===== src/rtl/vga_pkg.sv =====
`default_nettype none
// ============================================================================
//  Module      : vga_pkg
//  Description : Shared timing defaults, derived raster constants and pixel
//                types for the VGA timing generator and its raster counter.
//                Defaults describe 640x480 @ 60 Hz with a 25 MHz pixel rate.
//  Revision    : 1.0  initial release
// ============================================================================
package vga_pkg;

    // Horizontal timing, in pixels
    localparam int unsigned H_VISIBLE = 640;
    localparam int unsigned H_FRONT   = 16;
    localparam int unsigned H_SYNC    = 96;
    localparam int unsigned H_BACK    = 48;

    // Vertical timing, in lines
    localparam int unsigned V_VISIBLE = 480;
    localparam int unsigned V_FRONT   = 10;
    localparam int unsigned V_SYNC    = 2;
    localparam int unsigned V_BACK    = 33;

    // Derived totals and sync windows (inclusive bounds)
    localparam int unsigned H_TOTAL   = H_VISIBLE + H_FRONT + H_SYNC + H_BACK;
    localparam int unsigned V_TOTAL   = V_VISIBLE + V_FRONT + V_SYNC + V_BACK;
    localparam int unsigned HS_START  = H_VISIBLE + H_FRONT;
    localparam int unsigned HS_END    = HS_START + H_SYNC - 1;
    localparam int unsigned VS_START  = V_VISIBLE + V_FRONT;
    localparam int unsigned VS_END    = VS_START + V_SYNC - 1;

    // Raster counters are 10 bits, so both totals must stay at or below 1024.
    localparam int unsigned CNT_W     = 10;

    typedef logic [CNT_W-1:0] cnt_t;

    typedef struct packed {
        logic [7:0] red;
        logic [7:0] green;
        logic [7:0] blue;
    } rgb_t;

    // Unsigned inclusive window test used for both sync pulses.
    function automatic logic in_window(input cnt_t value,
                                       input cnt_t first,
                                       input cnt_t last);
        return (value >= first) && (value <= last);
    endfunction

endpackage
`default_nettype wire


===== src/rtl/vga_raster_counter.sv =====
`default_nettype none
// ============================================================================
//  Module      : vga_raster_counter
//  Description : Divides the system clock by two into a pixel enable and runs
//                the horizontal / vertical raster counters on it.
//  Revision    : 1.0  initial release
//
//  Ports
//    Clk       in   system clock
//    Reset     in   asynchronous, active-high reset
//    pix_en    out  high on every second Clk; counters advance on edges
//                   where it is high
//    h_cnt     out  horizontal position, 0..H_TOTAL-1
//    v_cnt     out  vertical position, 0..V_TOTAL-1
//    line_wrap out  high during the Clk whose closing edge wraps h_cnt to 0
// ============================================================================
module vga_raster_counter #(
    parameter int unsigned H_TOTAL = vga_pkg::H_TOTAL,
    parameter int unsigned V_TOTAL = vga_pkg::V_TOTAL
) (
    input  logic       Clk,
    input  logic       Reset,
    output logic       pix_en,
    output logic [9:0] h_cnt,
    output logic [9:0] v_cnt,
    output logic       line_wrap
);
    import vga_pkg::*;

    localparam cnt_t c_h_last = cnt_t'(H_TOTAL - 1);
    localparam cnt_t c_v_last = cnt_t'(V_TOTAL - 1);

    logic r_pix_en;
    cnt_t r_h_cnt;
    cnt_t r_v_cnt;
    logic w_h_last;
    logic w_v_last;

    assign w_h_last = (r_h_cnt == c_h_last);
    assign w_v_last = (r_v_cnt == c_v_last);

    always_ff @(posedge Clk or posedge Reset) begin
        if (Reset) begin
            r_pix_en <= 1'b0;
            r_h_cnt  <= '0;
            r_v_cnt  <= '0;
        end else begin
            r_pix_en <= ~r_pix_en;
            if (r_pix_en) begin
                if (w_h_last) begin
                    // Line end; on the last line this also closes the frame,
                    // so both counters return to zero on the same edge.
                    r_h_cnt <= '0;
                    if (w_v_last) begin
                        r_v_cnt <= '0;
                    end else begin
                        r_v_cnt <= r_v_cnt + cnt_t'(1);
                    end
                end else begin
                    r_h_cnt <= r_h_cnt + cnt_t'(1);
                end
            end
        end
    end

    assign pix_en    = r_pix_en;
    assign h_cnt     = r_h_cnt;
    assign v_cnt     = r_v_cnt;
    assign line_wrap = r_pix_en & w_h_last;

endmodule
`default_nettype wire


===== src/rtl/vga_timing_gen.sv =====
`default_nettype none
// ============================================================================
//  Module      : vga_timing_gen
//  Description : VGA raster timing generator. Publishes the live raster
//                position for the colour mapper, registers the returned
//                colour together with sync and blank so all DAC pins move on
//                the same pixel, and flags the start of vertical blanking
//                once per frame.
//  Revision    : 1.0  initial release
//
//  Ports
//    Clk          in   system clock (twice the pixel rate)
//    Reset        in   asynchronous, active-high reset
//    Red_in       in   red for the current DrawX/DrawY
//    Green_in     in   green for the current DrawX/DrawY
//    Blue_in      in   blue for the current DrawX/DrawY
//    DrawX        out  horizontal counter, straight from its register
//    DrawY        out  vertical counter, straight from its register
//    VGA_CLK      out  pixel clock, half the Clk rate, 50% duty
//    VGA_HS       out  horizontal sync, active-low
//    VGA_VS       out  vertical sync, active-low
//    VGA_BLANK_N  out  low outside the visible area
//    VGA_R/G/B    out  registered, blank-gated colour
//    frame_tick   out  one-Clk pulse at the start of vertical blanking
// ============================================================================
module vga_timing_gen #(
    parameter int unsigned H_VISIBLE = vga_pkg::H_VISIBLE,
    parameter int unsigned H_FRONT   = vga_pkg::H_FRONT,
    parameter int unsigned H_SYNC    = vga_pkg::H_SYNC,
    parameter int unsigned H_BACK    = vga_pkg::H_BACK,
    parameter int unsigned V_VISIBLE = vga_pkg::V_VISIBLE,
    parameter int unsigned V_FRONT   = vga_pkg::V_FRONT,
    parameter int unsigned V_SYNC    = vga_pkg::V_SYNC,
    parameter int unsigned V_BACK    = vga_pkg::V_BACK
) (
    input  logic       Clk,
    input  logic       Reset,
    input  logic [7:0] Red_in,
    input  logic [7:0] Green_in,
    input  logic [7:0] Blue_in,
    output logic [9:0] DrawX,
    output logic [9:0] DrawY,
    output logic       VGA_CLK,
    output logic       VGA_HS,
    output logic       VGA_VS,
    output logic       VGA_BLANK_N,
    output logic [7:0] VGA_R,
    output logic [7:0] VGA_G,
    output logic [7:0] VGA_B,
    output logic       frame_tick
);
    import vga_pkg::*;

    localparam int unsigned c_h_total = H_VISIBLE + H_FRONT + H_SYNC + H_BACK;
    localparam int unsigned c_v_total = V_VISIBLE + V_FRONT + V_SYNC + V_BACK;

    localparam cnt_t c_h_visible  = cnt_t'(H_VISIBLE);
    localparam cnt_t c_v_visible  = cnt_t'(V_VISIBLE);
    localparam cnt_t c_hs_start   = cnt_t'(H_VISIBLE + H_FRONT);
    localparam cnt_t c_hs_end     = cnt_t'(H_VISIBLE + H_FRONT + H_SYNC - 1);
    localparam cnt_t c_vs_start   = cnt_t'(V_VISIBLE + V_FRONT);
    localparam cnt_t c_vs_end     = cnt_t'(V_VISIBLE + V_FRONT + V_SYNC - 1);
    localparam cnt_t c_last_vis_v = cnt_t'(V_VISIBLE - 1);

    // ------------------------------------------------------------------
    // Raster position
    // ------------------------------------------------------------------
    logic w_pix_en;
    cnt_t w_h_cnt;
    cnt_t w_v_cnt;
    logic w_line_wrap;

    vga_raster_counter #(
        .H_TOTAL (c_h_total),
        .V_TOTAL (c_v_total)
    ) u_raster (
        .Clk       (Clk),
        .Reset     (Reset),
        .pix_en    (w_pix_en),
        .h_cnt     (w_h_cnt),
        .v_cnt     (w_v_cnt),
        .line_wrap (w_line_wrap)
    );

    assign DrawX = w_h_cnt;
    assign DrawY = w_v_cnt;

    // ------------------------------------------------------------------
    // Output stage: decoded from the counter values before they advance,
    // so every DAC pin trails DrawX/DrawY by exactly one pixel.
    // ------------------------------------------------------------------
    logic w_visible;
    logic w_hs_active;
    logic w_vs_active;
    rgb_t w_rgb_in;

    assign w_visible   = (w_h_cnt < c_h_visible) && (w_v_cnt < c_v_visible);
    assign w_hs_active = in_window(w_h_cnt, c_hs_start, c_hs_end);
    assign w_vs_active = in_window(w_v_cnt, c_vs_start, c_vs_end);
    assign w_rgb_in    = '{red: Red_in, green: Green_in, blue: Blue_in};

    logic r_vga_clk;
    logic r_hs;
    logic r_vs;
    logic r_blank_n;
    rgb_t r_rgb;

    always_ff @(posedge Clk or posedge Reset) begin
        if (Reset) begin
            r_vga_clk <= 1'b0;
            r_hs      <= 1'b1;
            r_vs      <= 1'b1;
            r_blank_n <= 1'b0;
            r_rgb     <= '0;
        end else begin
            r_vga_clk <= w_pix_en;
            if (w_pix_en) begin
                r_hs      <= ~w_hs_active;
                r_vs      <= ~w_vs_active;
                r_blank_n <= w_visible;
                r_rgb     <= w_visible ? w_rgb_in : '0;
            end
        end
    end

    assign VGA_CLK     = r_vga_clk;
    assign VGA_HS      = r_hs;
    assign VGA_VS      = r_vs;
    assign VGA_BLANK_N = r_blank_n;
    assign VGA_R       = r_rgb.red;
    assign VGA_G       = r_rgb.green;
    assign VGA_B       = r_rgb.blue;

    // ------------------------------------------------------------------
    // Frame tick: arm on the edge that moves the raster onto the first
    // blanking line, fire on the following Clk. The arm bit is only set
    // for one Clk because line_wrap is gated by pix_en.
    // ------------------------------------------------------------------
    logic r_vblank_arm;
    logic r_frame_tick;

    always_ff @(posedge Clk or posedge Reset) begin
        if (Reset) begin
            r_vblank_arm <= 1'b0;
            r_frame_tick <= 1'b0;
        end else begin
            r_vblank_arm <= w_line_wrap && (w_v_cnt == c_last_vis_v);
            r_frame_tick <= r_vblank_arm;
        end
    end

    assign frame_tick = r_frame_tick;

endmodule
`default_nettype wire


===== config.mk =====
export PLATFORM = sky130hd
export DESIGN_NAME = vga_timing_gen
export DESIGN_NICKNAME = d
export VERILOG_FILES = /design/src/rtl/vga_pkg.sv /design/src/rtl/vga_raster_counter.sv /design/src/rtl/vga_timing_gen.sv
export SDC_FILE = /design/constraint.sdc
export NUM_CORES = 1
export LEC_CHECK = 0
export BUFFER_PORTS_ARGS = -buffer_cell sky130_fd_sc_hd__buf_2
export CELL_PAD_IN_SITES_DETAIL_PLACEMENT = 2
export CELL_PAD_IN_SITES_GLOBAL_PLACEMENT = 2
export CORE_MARGIN = 2
export CORE_UTILIZATION = 32
export CTS_BUF_LIST = sky130_fd_sc_hd__clkbuf_4
export DETAILED_ROUTE_END_ITERATION = 7
export MAX_ROUTING_LAYER = met4
export PLACE_DENSITY_LB_ADDON = 0.1
export SETUP_SLACK_MARGIN = 0.1
export SLEW_MARGIN = 20
export SYNTH_ARGS = -nofsm -noshare
export SYNTH_HDL_FRONTEND = slang
export SYNTH_SLANG_ARGS = --single-unit

===== constraint.sdc =====
create_clock -name Clk -period 2.1 [get_ports Clk]
set_input_delay 0.42 -clock Clk [delete_from_list [all_inputs] [get_ports Clk]]
set_output_delay 0.42 -clock Clk [all_outputs]
set_load 0.01 [all_outputs]

==> reports/metrics.cfg, run 1 <==
[floorplan]
die_x_um=85.8
ios=75
coreArea_sq_um=6420
initial_core_util=0.333
rows=29
die-area_sq_um=7360
die-height_um=85.8

[routing]
drt-wirelength-per-cell_um=17.4
drt_iter0_drc=91
vias=1772
vias_per_cell=5.17
drcViolationCount=0
dr.pass1.iters=5
routed_wl_um=5960
postRouteAntennaNets=0

[cts]
cts_buffer_depth=2
cts_tree=done
clk_pin_slew_ps=160
htreeDepth=2
numCtsBuffers=5
clock_sinks=51
cts_resized=0
worstSkewPairLatency_ps=370
cts_root_buf=clkbuf_4

[hold_path]
min_path_cells=2
hp-class=in -> reg

[setup_path]
end_kind=register
crit_path_start_kind=register
cp.required_ps=2400
crit_path_max_fanout=7
critPathKind=reg -> reg
worstPathCellList=or4b_4, nor4_4, and3_1, xor2_1
cpPeakStageDelay_ps=610
cp_slowest_cell=or4b_4
r2r_cells=4
arrival_ps=2220

[grt]
grt_pass1_wl_um=10100
grt_overflow=0
grt_usage=0.179
grt_pass1_vias=1978
antenna_found_initial=0
grt_max_degree=27

[timing]
tightest_slew_ps=381
setup_viol=0
period_needed_ps=1920
final.setup.worst_slack_ps=177
fin_setup_tns_ps=0
drv_slew=0
rsz0062_at_grt=no
relSlewSlack=0.744
hold_viol=0
fin_crit_sh=0.916
fmaxAchievable_ghz=0.520
skew_ps=14.8

[yosys]
syn_area_per_cell_sq_um=12.2
synthTopCellsByCount=49 x dfrtp_1, 24 x a22o_1, 12 x nor2_1, 11 x nand3_1, 9 x xnor2_1
synth_top_area_share=0.573
ys.flop_type=dfrtp_1
yosysTopAreaCell=dfrtp_1
yosys_warnings=0
synth_seq_area_share=0.598
syn_area_sq_um=2140
synth_most_common_cell=dfrtp_1
synth_edf_count=0
async_flop_share=1.00
syn_nets=205
synth_cells=175
ys_ff_latch=51
synth_area_leaders=dfrtp_1 57%, a22o_1 9.8%, xnor2_1 3.7%, nand3_1 2.6%, dfstp_2 2.5%
synth.distinct_cells=32

[cells_and_area]
regArea_sq_um=1280
antennaDiodeCount=0
final_area_sq_um=2770
syn_to_final_growth_pct=29.6
finish.net_count=295
multiInputGateArea_sq_um=817
drive_above_1_share=0.391
fillCellCount=692

[pwr]
peakVddDrop_v=0.000202
power_density_nw_per_um2=569
p_leak_nw=1.44

[placement]
dpl_cell_area_sq_um=2700
port_buffers=74
place_hpwl_um=4480
dp_slack_ps=201
place.gp.congestion=0.726

[flow_run]
cap_violations=0

[outcome]
status=finished, final reports clean

power breakdown:
part           internal (mW)  switching (mW)
Clock                  0.129           0.320
Sequential              1.01          0.0140
Combinational         0.0537          0.0554
Total                   1.19           0.390
path summary, 6_finish.rpt:
check | start | endpoint | slack (ps)
worst max-delay path | u_raster.h_cnt[6] | u_raster.v_cnt[7] | 180
worst min-delay path | Blue_in[6] | VGA_B[6] | 240
worst max register to register | u_raster.h_cnt[6] | u_raster.v_cnt[7] | 180
worst min register to register | r_vblank_arm | frame_tick | 380
max in group asynchronous | Reset | VGA_G[7] | 1080
min in group asynchronous | Reset | VGA_G[3] | 520
worst max-delay path: cells and delay by family (launching register included):
family | cells | cell delay (ps)
AND/OR/NAND/NOR | 3 | 1230
flip-flops | 1 | 480
XOR/XNOR | 1 | 140
timing repair:
| item | 4_1_cts | 5_1_grt |
|---|---|---|
| endpoints found under the hold margin | 7 | 0 |
| setup endpoints to repair | 0 | 2 |
| hold buffers | 1 | 0 |
| setup buffers | 0 | 1 |
stage by stage:
| stage | cells | power [mW] | hold slack [ps] | utilization |
|---|---|---|---|---|
| after floorplan | 175 | 1.08 | 331 | - |
| after global placement | 333 | 1.14 | 336 | 0.420 |
| after detailed placement | 333 | 1.15 | 346 | 0.420 |
| after CTS | 342 | 1.61 | 229 | 0.431 |
| after global routing | 343 | 1.66 | 238 | 0.432 |
| final | 343 | 1.58 | 244 | 0.432 |
placed cells by master (no fill, tap or decap), types with 3 or more instances in the layout:
| cell | count |
|---|---|
| a22o_1 | 24 |
| and3_1 | 3 |
| and4_1 | 4 |
| buf_2 | 74 |
| buf_4 | 13 |
| clkbuf_4 | 5 |
| dfrtp_1 | 49 |
| ha_1 | 4 |
| inv_1 | 5 |
| nand2_1 | 4 |
| nand3_1 | 11 |
| nand4_1 | 6 |
| nor2_1 | 12 |
| nor3_1 | 3 |
| nor4_1 | 5 |
| o21ai_0 | 6 |
| xnor2_1 | 9 |
| xor2_1 | 5 |
per-layer routing:
metal  routed length, um  track usage  vias up  share of wire
li1                    -            -      819              -
met1                2700        0.230      898           0.45
met2                2960        0.298       52           0.50
met3                 274       0.0337        3          0.046
met4                  29       0.0390        0         0.0049
met5                   0            -        -              0
flip-flops by register name (all words and copies together), names as in the netlist:
register         flops
u_raster.v_cnt      10
VGA_BLANK_N          1
VGA_B                8
u_raster.h_cnt      10
VGA_R                8
VGA_G                8
VGA_VS               1
r_vblank_arm         1
frame_tick           1
VGA_CLK              1
u_raster.pix_en      1
VGA_HS               1
kinds of logic after synthesis:
| family | synth area share |
|---|---|
| AO/OA/AOI/OAI | 0.125 |
| XOR/XNOR | 0.0573 |
| adder cells (fa/ha/maj) | 0.0234 |
| buffers and inverters | 0.0246 |
| flip-flops | 0.598 |
| multiplexers | 0.00468 |
| AND/OR/NAND/NOR | 0.168 |
final cells by class:
type,instances,share of cell area
timing repair buffer,89,0.180
sequential,51,0.461
multi-input combinational,111,0.295
inverter,7,0.00947
clock buffer,5,0.0135
clock inverter,3,0.00722
tap,77,0.0347
Note: power is estimated with default switching activity, not from simulation.
==> run 2: changes to the inputs <==
Settings changed: RECOVER_POWER set to 25.
==> reports/metrics.cfg, run 2 (synthesized netlist as in run 1, its figures left out) <==
[outcome]
status=finished with violations
violations=DRC

[timing]
rsz0062_at_grt=no
drv_slew=0  ; unchanged
tightest_slew_ps=652  ; +271 ps
setup_viol=0  ; unchanged
fin_crit_sh=0.915  ; about the same
fin_setup_tns_ps=0  ; unchanged
final.setup.worst_slack_ps=177  ; +0.828 ps
skew_ps=14.2  ; -0.608 ps
relSlewSlack=0.565  ; -0.178
hold_viol=0  ; unchanged
fmaxAchievable_ghz=0.520  ; about the same
period_needed_ps=1920  ; -0.828 ps

[setup_path]
cp.required_ps=2400  ; about the same
r2r-start=u_raster.h_cnt[6]
r2r_end=u_raster.v_cnt[7]
crit_path_start_kind=register
crit_path_max_fanout=7  ; unchanged
cpPeakStageDelay_ps=610  ; about the same
critPathKind=reg -> reg
r2r_cells=4  ; unchanged
end_kind=register
worstPathCellList=or4b_4, nor4_4, and3_1, xor2_1
cp_slowest_cell=or4b_4
reg2reg_slack_ps=180  ; about the same
arrival_ps=2220  ; about the same

[floorplan]
die_x_um=85.8  ; unchanged
die-height_um=85.8  ; unchanged
initial_core_util=0.333  ; unchanged
ios=75  ; unchanged
rows=29  ; unchanged
die-area_sq_um=7360  ; unchanged
coreArea_sq_um=6420  ; unchanged

[cells_and_area]
regArea_sq_um=1280  ; unchanged
multiInputGateArea_sq_um=817  ; unchanged
syn_to_final_growth_pct=28.7
post-route-util=0.429  ; -0.00331
fillCellCount=697  ; +0.72%
antennaDiodeCount=0  ; unchanged
drive_above_1_share=0.383  ; -0.00752
final_common_cell=buf_2
layoutNonFillerInstCount=343  ; unchanged
finish.net_count=295  ; unchanged
layout_common_cells=74 x buf_2, 49 x dfrtp_1, 24 x a22o_1
final_area_sq_um=2750  ; -0.77%

[grt]
grt_usage=0.179  ; unchanged
grt_max_degree=27  ; unchanged
grt_pass1_wl_um=10100  ; unchanged
grt_pass1_vias=1978  ; unchanged
grt_overflow=0  ; unchanged
antenna_found_initial=0  ; unchanged

[cts]
htreeDepth=2  ; unchanged
cts_root_buf=clkbuf_4
cts_resized=0  ; unchanged
cts_tree=done
worstSkewPairLatency_ps=370  ; about the same
clock_sinks=51  ; unchanged
clk_pin_slew_ps=160  ; about the same
cts_buffer_depth=2  ; unchanged
numCtsBuffers=5  ; unchanged

[placement]
dp_slack_ps=201  ; unchanged
place_hpwl_um=4480  ; unchanged
place.gp.congestion=0.726  ; unchanged
port_buffers=74  ; unchanged
dpl_cell_area_sq_um=2700  ; unchanged
dp_cells=333  ; unchanged

[routing]
routed_wl_um=5950  ; -0.15%
dr.pass1.iters=8  ; +3
vias_per_cell=5.20  ; +0.56%
drcViolationCount=6  ; +6
vias=1782  ; +0.56%
postRouteAntennaNets=0  ; unchanged
drt-wirelength-per-cell_um=17.4  ; -0.15%
drt_iter0_drc=79  ; -13%

[hold_path]
hp-start=Blue_in[6]
hp-class=in -> reg
min_path_cells=2  ; unchanged
min_to=VGA_B[6]

[pwr]
peakVddDrop_v=0.000202  ; -0.19%
power_density_nw_per_um2=570  ; +0.22%
p_leak_nw=1.43  ; -0.54%

[flow_run]
cap_violations=0  ; unchanged

[run 2: worst max path at each step]
| stage | start | end | depth (start not counted) |
|---|---|---|---|
| floorplan | u_raster.h_cnt[6] | u_raster.v_cnt[7] | 4 |
| global placement | u_raster.h_cnt[6] | u_raster.v_cnt[7] | 4 |
| detailed placement | u_raster.h_cnt[6] | u_raster.v_cnt[7] | 4 |
| CTS | u_raster.h_cnt[6] | u_raster.v_cnt[7] | 4 |
| global route | u_raster.h_cnt[6] | u_raster.v_cnt[7] | 4 |
| finish | u_raster.h_cnt[6] | u_raster.v_cnt[7] | 4 |
[run 2: routing by layer]
layer / global-route usage / vias up / part of all wire
li1: - / 820 / -
met1: 0.230 / 906 / 0.45
met2: 0.298 / 53 / 0.50
met3: 0.0337 / 3 / 0.050
met4: 0.0390 / 0 / 0.0045
met5: - / - / 0
[run 2: per-stage QoR]
stage | hold slack (ps) | power (mW)
5_1_grt | 238 | 1.65
3_3_place_gp | 336 | 1.14
2_1_floorplan | 331 | 1.08
4_1_cts | 229 | 1.61
6_report | 248 | 1.57
3_5_place_dp | 346 | 1.15
[run 2: where the power goes]
| part | internal, mW | switching [mW] |
|---|---|---|
| registers | 1.01 | 0.0140 |
| clock network | 0.129 | 0.316 |
| logic | 0.0499 | 0.0544 |
| total | 1.18 | 0.385 |
[run 2: layout make-up]
cell class,count,share of cell area
Sequential cell,51,0.465
Multi-Input combinational cell,111,0.297
Timing Repair Buffer,89,0.173
Tap cell,77,0.0350
Clock buffer,5,0.0136
Inverter,7,0.00955
Clock inverter,3,0.00727
[run 2: critical path, delay by kind of cell (launching register included)]
family / cells / cell delay (ps)
xor+xnor: 1 / 140
simple gates: 3 / 1230
flops: 1 / 480
[run 2: what timing repair did]
action | CTS | global route
setup endpoints to repair | 0 | 2
hold buffers | 1 | 0
endpoints found under the hold margin | 7 | 0
setup buffers | 0 | 1
